### src/rtl/min3_stream.sv
// Dark-channel stream: per-pixel min(r,g,b), then a trailing 3-tap min
// along the line when MIN3_HWIN_EN is defined (per-pixel min otherwise).
module min3_stream #(
    parameter int LINE_WIDTH = 640
) (
    input  logic       clock,
    input  logic       reset,
    input  logic       Enable,
    input  logic       in_valid,
    input  logic       in_sol,
    input  logic [7:0] r,
    input  logic [7:0] g,
    input  logic [7:0] b,
    output logic       out_valid,
    output logic [7:0] dataout,
    output logic       out_sol,
    output logic       line_err
);

    localparam logic [11:0] LAST = 12'(LINE_WIDTH - 1);

    logic [7:0]  w_min_rg;
    logic [7:0]  w_min;
    logic        w_new;
    logic        w_err;
    logic [11:0] w_cur;
    logic [11:0] w_col_nxt;
    logic [7:0]  w_win;

    logic [11:0] r_col;
    logic        r_first;
    logic        r_v1;
    logic        r_sol1;
    logic [7:0]  r_p1;

    // r_col==0 after the first pixel means the previous line just wrapped
    always_comb begin
        w_min_rg  = (r < g) ? r : g;
        w_min     = (w_min_rg < b) ? w_min_rg : b;
        w_new     = r_first | in_sol | (r_col == 12'd0);
        w_err     = ~r_first & (in_sol ? (r_col != 12'd0)
                                       : (r_col == 12'd0));
        w_cur     = w_new ? 12'd0 : r_col;
        w_col_nxt = (w_cur == LAST) ? 12'd0 : w_cur + 12'd1;
    end

    always_ff @(posedge clock) begin
        if (reset) begin
            r_first  <= 1'b1;
            r_col    <= 12'd0;
            line_err <= 1'b0;
            r_v1     <= 1'b0;
            r_p1     <= 8'd0;
            r_sol1   <= 1'b0;
        end else if (Enable) begin
            r_v1 <= in_valid;
            if (in_valid) begin
                r_p1    <= w_min;
                r_sol1  <= in_sol;
                r_first <= 1'b0;
                r_col   <= w_col_nxt;
                if (w_err) begin
                    line_err <= 1'b1;
                end
            end
        end
    end

`ifdef MIN3_HWIN_EN
    logic       r_new1;
    logic [7:0] r_h1;
    logic [7:0] r_h2;
    logic [7:0] w_m12;

    always_ff @(posedge clock) begin
        if (reset) begin
            r_new1 <= 1'b0;
        end else if (Enable && in_valid) begin
            r_new1 <= w_new;
        end
    end

    // 0xFF marks an empty history slot (identity for min)
    always_comb begin
        w_m12 = (r_h1 < r_h2) ? r_h1 : r_h2;
        w_win = r_new1 ? r_p1 : ((r_p1 < w_m12) ? r_p1 : w_m12);
    end

    always_ff @(posedge clock) begin
        if (reset) begin
            r_h1 <= 8'hFF;
            r_h2 <= 8'hFF;
        end else if (Enable && r_v1) begin
            r_h1 <= r_p1;
            r_h2 <= r_new1 ? 8'hFF : r_h1;
        end
    end
`else
    always_comb begin
        w_win = r_p1;
    end
`endif

    always_ff @(posedge clock) begin
        if (reset) begin
            out_valid <= 1'b0;
            out_sol   <= 1'b0;
            dataout   <= 8'd0;
        end else if (Enable) begin
            out_valid <= r_v1;
            out_sol   <= r_v1 & r_sol1;
            if (r_v1) begin
                dataout <= w_win;
            end
        end
    end

endmodule
### config.mk
export PLATFORM = sky130hd
export DESIGN_NAME = min3_stream
export DESIGN_NICKNAME = d
export VERILOG_FILES = /design/src/rtl/min3_stream.sv
export SDC_FILE = /design/constraint.sdc
export NUM_CORES = 1
export LEC_CHECK = 0
export ABC_AREA = 1
export ABC_CLOCK_PERIOD_IN_PS = 6800
export BUFFER_PORTS_ARGS = -buffer_cell sky130_fd_sc_hd__buf_2
export CELL_PAD_IN_SITES_DETAIL_PLACEMENT = 0
export CELL_PAD_IN_SITES_GLOBAL_PLACEMENT = 1
export CORE_MARGIN = 5
export CORE_UTILIZATION = 42
export CTS_BUF_LIST = sky130_fd_sc_hd__clkbuf_8 sky130_fd_sc_hd__clkbuf_16
export DETAILED_ROUTE_END_ITERATION = 7
export PLACE_DENSITY = 0.83
export SKIP_CTS_REPAIR_TIMING = 1
export SYNTH_ARGS = -nofsm -noshare
export SYNTH_HDL_FRONTEND = slang
export SYNTH_SLANG_ARGS = --single-unit
### constraint.sdc
create_clock -name clock -period 6.8 [get_ports clock]
set_input_delay 0.68 -clock clock [delete_from_list [all_inputs] [get_ports clock]]
set_output_delay 0.68 -clock clock [all_outputs]
set_load 0.02 [all_outputs]
==> metrics.md, run 1 <==
| Metric | Value |
|---|---|
| Status | `complete, no violations` |
| Ys Warns | `0` |
| Sequential share of power | `0.397` |
| Post-synth top area share | `0.306` |
| Min Tclk post-route | `3230 ps` |
| PwrDens | `approximately 200 mW/mm2` |
| P_int | `391 uW` |
| Clock share of power | `0.422` |
| Combinational Power Share | `0.181` |
| Cell count after synthesis | `between 300 and 400` |
| Number of global-route vias before repair | `~2000` |
| Biggest cell delay along the critical path | `approximately 440 ps` |
| Crit path cell chain | `buf_2 > ha_1 > a21oi_1 > o21a_1 > nand2_1 > o21ai_0 > ha_1 > a21oi_1 > nor2_1 > a211oi_2 > nand2_2 > nand2_1 > nand3_1 > a21oi_1` |
| Diodes inserted | `0` |
| Total wire length | `4.94 mm` |
| CP arrival | `3440 ps` |
| Synth area leader | `dfxtp_1` |
| Post-Syn Area per Cell | `~6.6 um2` |
| Final setup margin | `between 3000 and 4000 ps` |
| PortBufs | `39` |
| Commonest non-fill, non-tap cell in the layout | `nand2_1` |
| Final ANT Viol Nets | `0` |
| Initial drt markers | `~120` |
| Hold WC Path Type | `flop to flop` |
| Most frequent cells in the layout | `nand2_1, inv_1, buf_2` |
| Vias per inst | `between 4 and 5` |
| Initial Utilization | `0.435` |
| I/O pins | `40` |
| Initial antenna violation count | `0` |
| Setup Skew | `about 4.8 ps` |
| Final setup fails | `0` |
| Crit Path Category | `primary input to flop` |
| Area growth from synthesis to layout | `17.0%` |
| Clock Tree Root | `clkbuf_8` |
| Worst EP required | `approximately 7000 ps` |
| DRC Markers | `0` |
| CTS Buf Count | `5` |
| Worst path most repeated cell | `a21oi_1` |
| Worst R2R Setup Slack | `4040 ps` |
| Nets | `420` |
| Cell variety after synth | `36` |
| Vert. Die Dim | `82.7 um` |
| Crit share post-route | `0.475` |
| Sw Share | `0.266` |
| Core area | `between 0.005 and 0.006 mm2` |
| Worst setup SP type | `primary input` |
| Fmax | `between 300 and 400 MHz` |
| Grt ovf | `0` |
| Die area | `approximately 0.0068 mm2` |
| Final Slew Violations | `0` |
| Dpl hpwl | `3.81 mm` |
| H-Tree Depth | `2` |
| First-pass GRT wire length | `8.47 mm` |
| Least-Margin Pin Slew | `872 ps` |
| Max Root-Sink Buffers | `2` |
| Total number of vias | `2091` |
| Sink Count | `34` |
| Tot GR Track Use | `0.157` |
| Syn nets | `~380` |
| DP Worst Slack | `3270 ps` |
| # rows | `26` |
| RD Place Congestion | `0.842` |
| Setup TNS | `0 ps` |
| Synthesized flop and latch total | `34` |
| Wire length per cell | `11.0 um` |
| Clock latency on the worst-skew pair | `approximately 280 ps` |
| Hold Fails Final Rpt | `0` |
| Max-Slew Margin vs Limit | `0.418` |
| Leak pwr | `around 1.3 nW` |
| RSZ-0062 raised after global routing | `no` |
| Fraction of layout cells with a size suffix above 1 | `0.183` |
| Largest net degree at the start of global routing | `26` |
| Worst VDD drop | `about 0.085 mV` |
| Cell area after synthesis | `roughly 0.0022 mm2` |
| Sequential area share after synthesis | `0.306` |
| Clock-pin transition on the worst setup and hold timing paths | `~70 ps` |
| Crit end category | `flop` |
| Max-cap viol count | `0` |
| CP max-delay cell | `a211oi_2` |
| Chip width | `roughly 83 um` |
| Switch Pwr | `142 uW` |
| DR pass1 iterations | `4` |
| Main area contributors after synthesis | `dfxtp_1, nand2_1, ha_1` |
| Fillcell total | `536` |
| CTS tree | `yes` |
| Max FO, Critical Path | `15` |
| Final core utilization | `0.509` |
## registers in the layout (all words and copies together), names as in the netlist
| name | flops |
|---|---|
| r_first | 1 |
| out_sol | 1 |
| out_valid | 1 |
| dataout | 8 |
| line_err | 1 |
| r_v1 | 1 |
| r_col | 12 |
| r_sol1 | 1 |
| r_p1 | 8 |
## final cells by class
cell class                      count  area [um2]  area share
Multi-Input combinational cell    239        1280       0.493
Sequential cell                    34         681       0.262
Inverter                           57         216      0.0833
Timing Repair Buffer               39         195      0.0751
Tap cell                           70        87.6      0.0337
Clock buffer                        5        68.8      0.0265
Clock inverter                      3        68.8      0.0265
## stage by stage
stage / hold slack (ps) / instances / cell area, um2 / total power, mW
after floorplan: 436 / 339 / 2220 / 0.287
after global placement: 443 / 439 / 2460 / 0.312
after detailed placement: 450 / 439 / 2460 / 0.313
after CTS: 462 / 447 / 2600 / 0.538
after global routing: 477 / 447 / 2600 / 0.563
final: 459 / 447 / 2600 / 0.533
## synthesized netlist by cell type
library cell / instances
buf_2: 2
dfxtp_1: 34
clkbuf_1: 5
inv_1: 50
nand3b_1: 1
nor3_4: 1
a211oi_2: 1
o21a_1: 2
nor3_2: 2
ha_1: 15
nor4_1: 1
nor2_2: 2
buf_1: 1
nand3_1: 29
nor3_1: 4
nor4_4: 1
buf_6: 1
o21ai_0: 18
nand2_2: 4
a21oi_1: 26
xnor2_1: 1
nor4_2: 1
nand2_1: 79
a21oi_2: 1
nand3_2: 3
and2_1: 1
nand4_1: 4
o21ai_1: 1
or2_1: 1
clkinv_1: 1
inv_2: 5
xor2_1: 3
a211oi_1: 1
inv_4: 1
o22ai_1: 1
nor2_1: 35
## final timing paths
check / from / to / depth (start not counted)
setup reg to reg: r_col[8] / r_col[3] / 15
hold / removal: out_valid / out_valid / 2
setup / recovery: r[7] / r_p1[0] / 14
hold reg to reg: out_valid / out_valid / 2
## logic make-up (layout without fill, tap and decap cells)
kind of cell	count (synthesis)	after routing	share of synthesized area
compound gates	51	51	0.124
xor+xnor	4	4	0.0158
fa+ha+maj	15	15	0.0845
buf+inv	66	104	0.117
flops	34	34	0.306
simple gates	169	169	0.352
## power by group through the flow
stage / Combinational, mW / Clock (mW) / Sequential (mW)
floorplan: 0.0690 / 0 / 0.218
global placement: 0.0964 / 0 / 0.216
detailed placement: 0.0975 / 0 / 0.216
CTS: 0.0979 / 0.229 / 0.211
global route: 0.114 / 0.237 / 0.212
finish: 0.0965 / 0.225 / 0.211
## layer usage
layer  track usage  part of all wire  routed length, um  vias up
met5             0                 0                  0        -
met4        0.0556            0.0073                 36        0
met3        0.0380             0.065                320        2
met2         0.242              0.42               2080       44
met1         0.213              0.51               2500      889
li1              -                 -                  -     1156
## critical path: cells and delay by family
kind | cells | cell delay (ps)
buffers and inverters | 1 | 110
and+or+nand+nor | 5 | 660
adders and majority gates | 2 | 600
AOI/OAI and AO/OA | 6 | 1400
Power figures use the tool's default switching activity.
==> run 2, diff against run 1 <==
--- a/config.mk
+++ b/config.mk
@@ -6,15 +6,15 @@
 export NUM_CORES = 1
 export LEC_CHECK = 0
 export ABC_AREA = 1
-export ABC_CLOCK_PERIOD_IN_PS = 6800
+export ABC_CLOCK_PERIOD_IN_PS = 2700
 export BUFFER_PORTS_ARGS = -buffer_cell sky130_fd_sc_hd__buf_2
 export CELL_PAD_IN_SITES_DETAIL_PLACEMENT = 0
 export CELL_PAD_IN_SITES_GLOBAL_PLACEMENT = 1
 export CORE_MARGIN = 5
-export CORE_UTILIZATION = 42
+export CORE_UTILIZATION = 35
 export CTS_BUF_LIST = sky130_fd_sc_hd__clkbuf_8 sky130_fd_sc_hd__clkbuf_16
 export DETAILED_ROUTE_END_ITERATION = 7
-export PLACE_DENSITY = 0.83
+export PLACE_DENSITY = 0.73
 export SKIP_CTS_REPAIR_TIMING = 1
 export SYNTH_ARGS = -nofsm -noshare
 export SYNTH_HDL_FRONTEND = slang
==> constraint.sdc (replaced) <==
create_clock -name clock -period 2.7 [get_ports clock]
set_input_delay 0.27 -clock clock [delete_from_list [all_inputs] [get_ports clock]]
set_output_delay 0.27 -clock clock [all_outputs]
set_load 0.02 [all_outputs]
==> run 2 against run 1 <==
  * Clock-buffer cell count stayed put
  * First-iteration DRC count is 31% lower
  * Critical endpoint is now r_col[3]
  * Critical path type is now flop to flop
  * Flip-flop and latch count stayed put
  * Hold slack worse by 180 ps
  * Highest routed layer unchanged
  * Final area is 2.7% higher
  * Clock power grew to 2.5 times the previous value
==> metrics.md, run 2 (synthesized netlist as in run 1, its figures left out) <==
| Metric | Value |
|---|---|
| Min Tclk post-route | `roughly 2400 ps` |
| Max-Slew Margin vs Limit | `0.536` |
| Setup TNS | `0 ps` |
| PwrDens | `between 500 and 600 mW/mm2` |
| Crit path cell chain | `inv_2 > nand2_1 > nor4_2 > nand3_2 > nand2_2 > nor2_1 > ha_1 > inv_1 > nor2_1 > nand2_1 > inv_1 > nand2_1 > nor2_1 > nand2_1 > o21ai_1 > or2_1 > a21oi_1` |
| Vias per inst | `4.57` |
| Critical path endpoint | `r_col[3]` |
| First-pass GRT wire length | `roughly 8.8 mm` |
| Crit share post-route | `0.891` |
| FF-to-FF path depth | `17` |
| Hold WC Path Type | `primary input to flop` |
| Area growth from synthesis to layout | `20.2%` |
| # rows | `29` |
| DRC Markers | `0` |
| Largest register FFs | `12` |
| R2R Path Start | `r_col[5]` |
| Largest regs | `r_col (12), dataout (8), r_p1 (8)` |
| Least-Margin Pin Slew | `between 600 and 700 ps` |
| Chip width | `about 90 um` |
| Leak pwr | `1.30 nW` |
| DR pass1 iterations | `4` |
| Clock Tree Root | `clkbuf_8` |
| Largest net degree at the start of global routing | `25` |
| Initial Utilization | `0.354` |
| CP max-delay cell | `dfxtp_1` |
| Crit path depth | `17` |
| Switch Pwr | `between 300 and 400 uW` |
| Final setup fails | `0` |
| Combinational Power Share | `0.195` |
| Crit Path Category | `flop to flop` |
| Fmax | `between 400 and 500 MHz` |
| RD Place Congestion | `a little under 0.8` |
| Sw Share | `0.265` |
| Vert. Die Dim | `roughly 90 um` |
| PortBufs | `39` |
| Total wire length | `5.08 mm` |
| Worst EP required | `2920 ps` |
| Worst setup SP type | `flop` |
| H-Tree Depth | `2` |
| Dpl hpwl | `between 3 and 4 mm` |
| Initial drt markers | `83` |
| Most flops, register | `r_col` |
| Worst VDD drop | `about 0.27 mV` |
| Fillcell total | `690` |
| Status | `complete, no violations` |
| Wire length per cell | `between 10 and 15 um` |
| Setup Skew | `6.36 ps` |
| Tot GR Track Use | `0.139` |
| Most frequent cells in the layout | `nand2_1, inv_1, buf_2` |
| Design Area, Final | `0.00267 mm2` |
| Clock share of power | `0.415` |
| Final ANT Viol Nets | `0` |
| Commonest non-fill, non-tap cell in the layout | `nand2_1` |
| Core area | `approximately 0.0063 mm2` |
| Final core utilization | `0.425` |
| Number of global-route vias before repair | `between 1500 and 2000` |
| Sequential share of power | `0.390` |
| Grt ovf | `0` |
| Buf/Inv on CP | `3` |
| Hold Fails Final Rpt | `0` |
| Max Root-Sink Buffers | `2` |
| Final Slew Violations | `0` |
| Initial antenna violation count | `0` |
| Dpl cell area | `between 0.002 and 0.003 mm2` |
| Worst R2R Setup Slack | `between 200 and 300 ps` |
| Crit end category | `flop` |
| Fraction of layout cells with a size suffix above 1 | `0.203` |
| Max-cap viol count | `0` |
| Total number of vias | `about 2100` |
| Critical Path Start | `r_col[5]` |
| Max FO, Critical Path | `5` |
| Biggest cell delay along the critical path | `between 300 and 400 ps` |
| Diodes inserted | `0` |
| CP delay by family, top | `simple AND/OR/NAND/NOR gates` |
| Sink Count | `34` |
| Nets | `between 400 and 500` |
| Clock-pin transition on the worst setup and hold timing paths | `around 80 ps` |
| Clock latency on the worst-skew pair | `roughly 290 ps` |
| Worst path most repeated cell | `nand2_1` |
| I/O pins | `40` |
| Die area | `about 0.0080 mm2` |
| RSZ-0062 raised after global routing | `no` |
| CTS tree | `yes` |
| CTS Buf Count | `5` |
| P_int | `1.00 mW` |
| CP arrival | `approximately 2600 ps` |
| Worst r2r dst | `r_col[3]` |
-- run 2: through the flow --
stage	worst slack (ps)	cells	hold slack (ps)	total power, mW
floorplan	80.8	339	339	0.723
global placement	-65.1	454	448	0.809
detailed placement	-120	454	449	0.810
CTS	184	462	276	1.38
global route	15.8	462	310	1.45
finish	295	462	283	1.36
-- run 2: worst min path at each step --
stage / start / to / cells past startpoint
5_1_grt: Enable / out_valid / 4
3_3_place_gp: out_valid / out_valid / 2
2_1_floorplan: reset / r_col[1] / 1
3_5_place_dp: out_valid / out_valid / 2
6_report: Enable / out_valid / 4
4_1_cts: Enable / out_valid / 4
-- run 2: metal layers --
layer | up-vias | GRT usage | part of all wire
li1 | 1178 | - | -
met1 | 880 | 0.195 | 0.51
met2 | 46 | 0.205 | 0.41
met3 | 6 | 0.0347 | 0.063
met4 | 0 | 0.0487 | 0.015
met5 | - | 0 | 0
-- run 2: power by group through the flow --
stage | Clock (mW) | Combinational, mW | Sequential, mW
detailed placement | 0 | 0.267 | 0.543
floorplan | 0 | 0.174 | 0.549
finish | 0.565 | 0.266 | 0.532
global placement | 0 | 0.266 | 0.543
CTS | 0.582 | 0.267 | 0.532
global route | 0.601 | 0.313 | 0.534
-- run 2: worst min-delay path, delay by kind of cell --
| family | cells | cell delay (ps) |
|---|---|---|
| simple gates | 1 | 50 |
| buf+inv | 2 | 160 |
| compound gates | 1 | 50 |
-- run 2: layout make-up --
class / count / area (um2) / area share
clock inverter: 3 / 68.8 / 0.0258
multi-input combinational: 239 / 1280 / 0.481
sequential: 34 / 681 / 0.255
inverter: 57 / 216 / 0.0811
timing repair buffer: 47 / 255 / 0.0956
tap: 77 / 96.3 / 0.0361
clock buffer: 5 / 68.8 / 0.0258
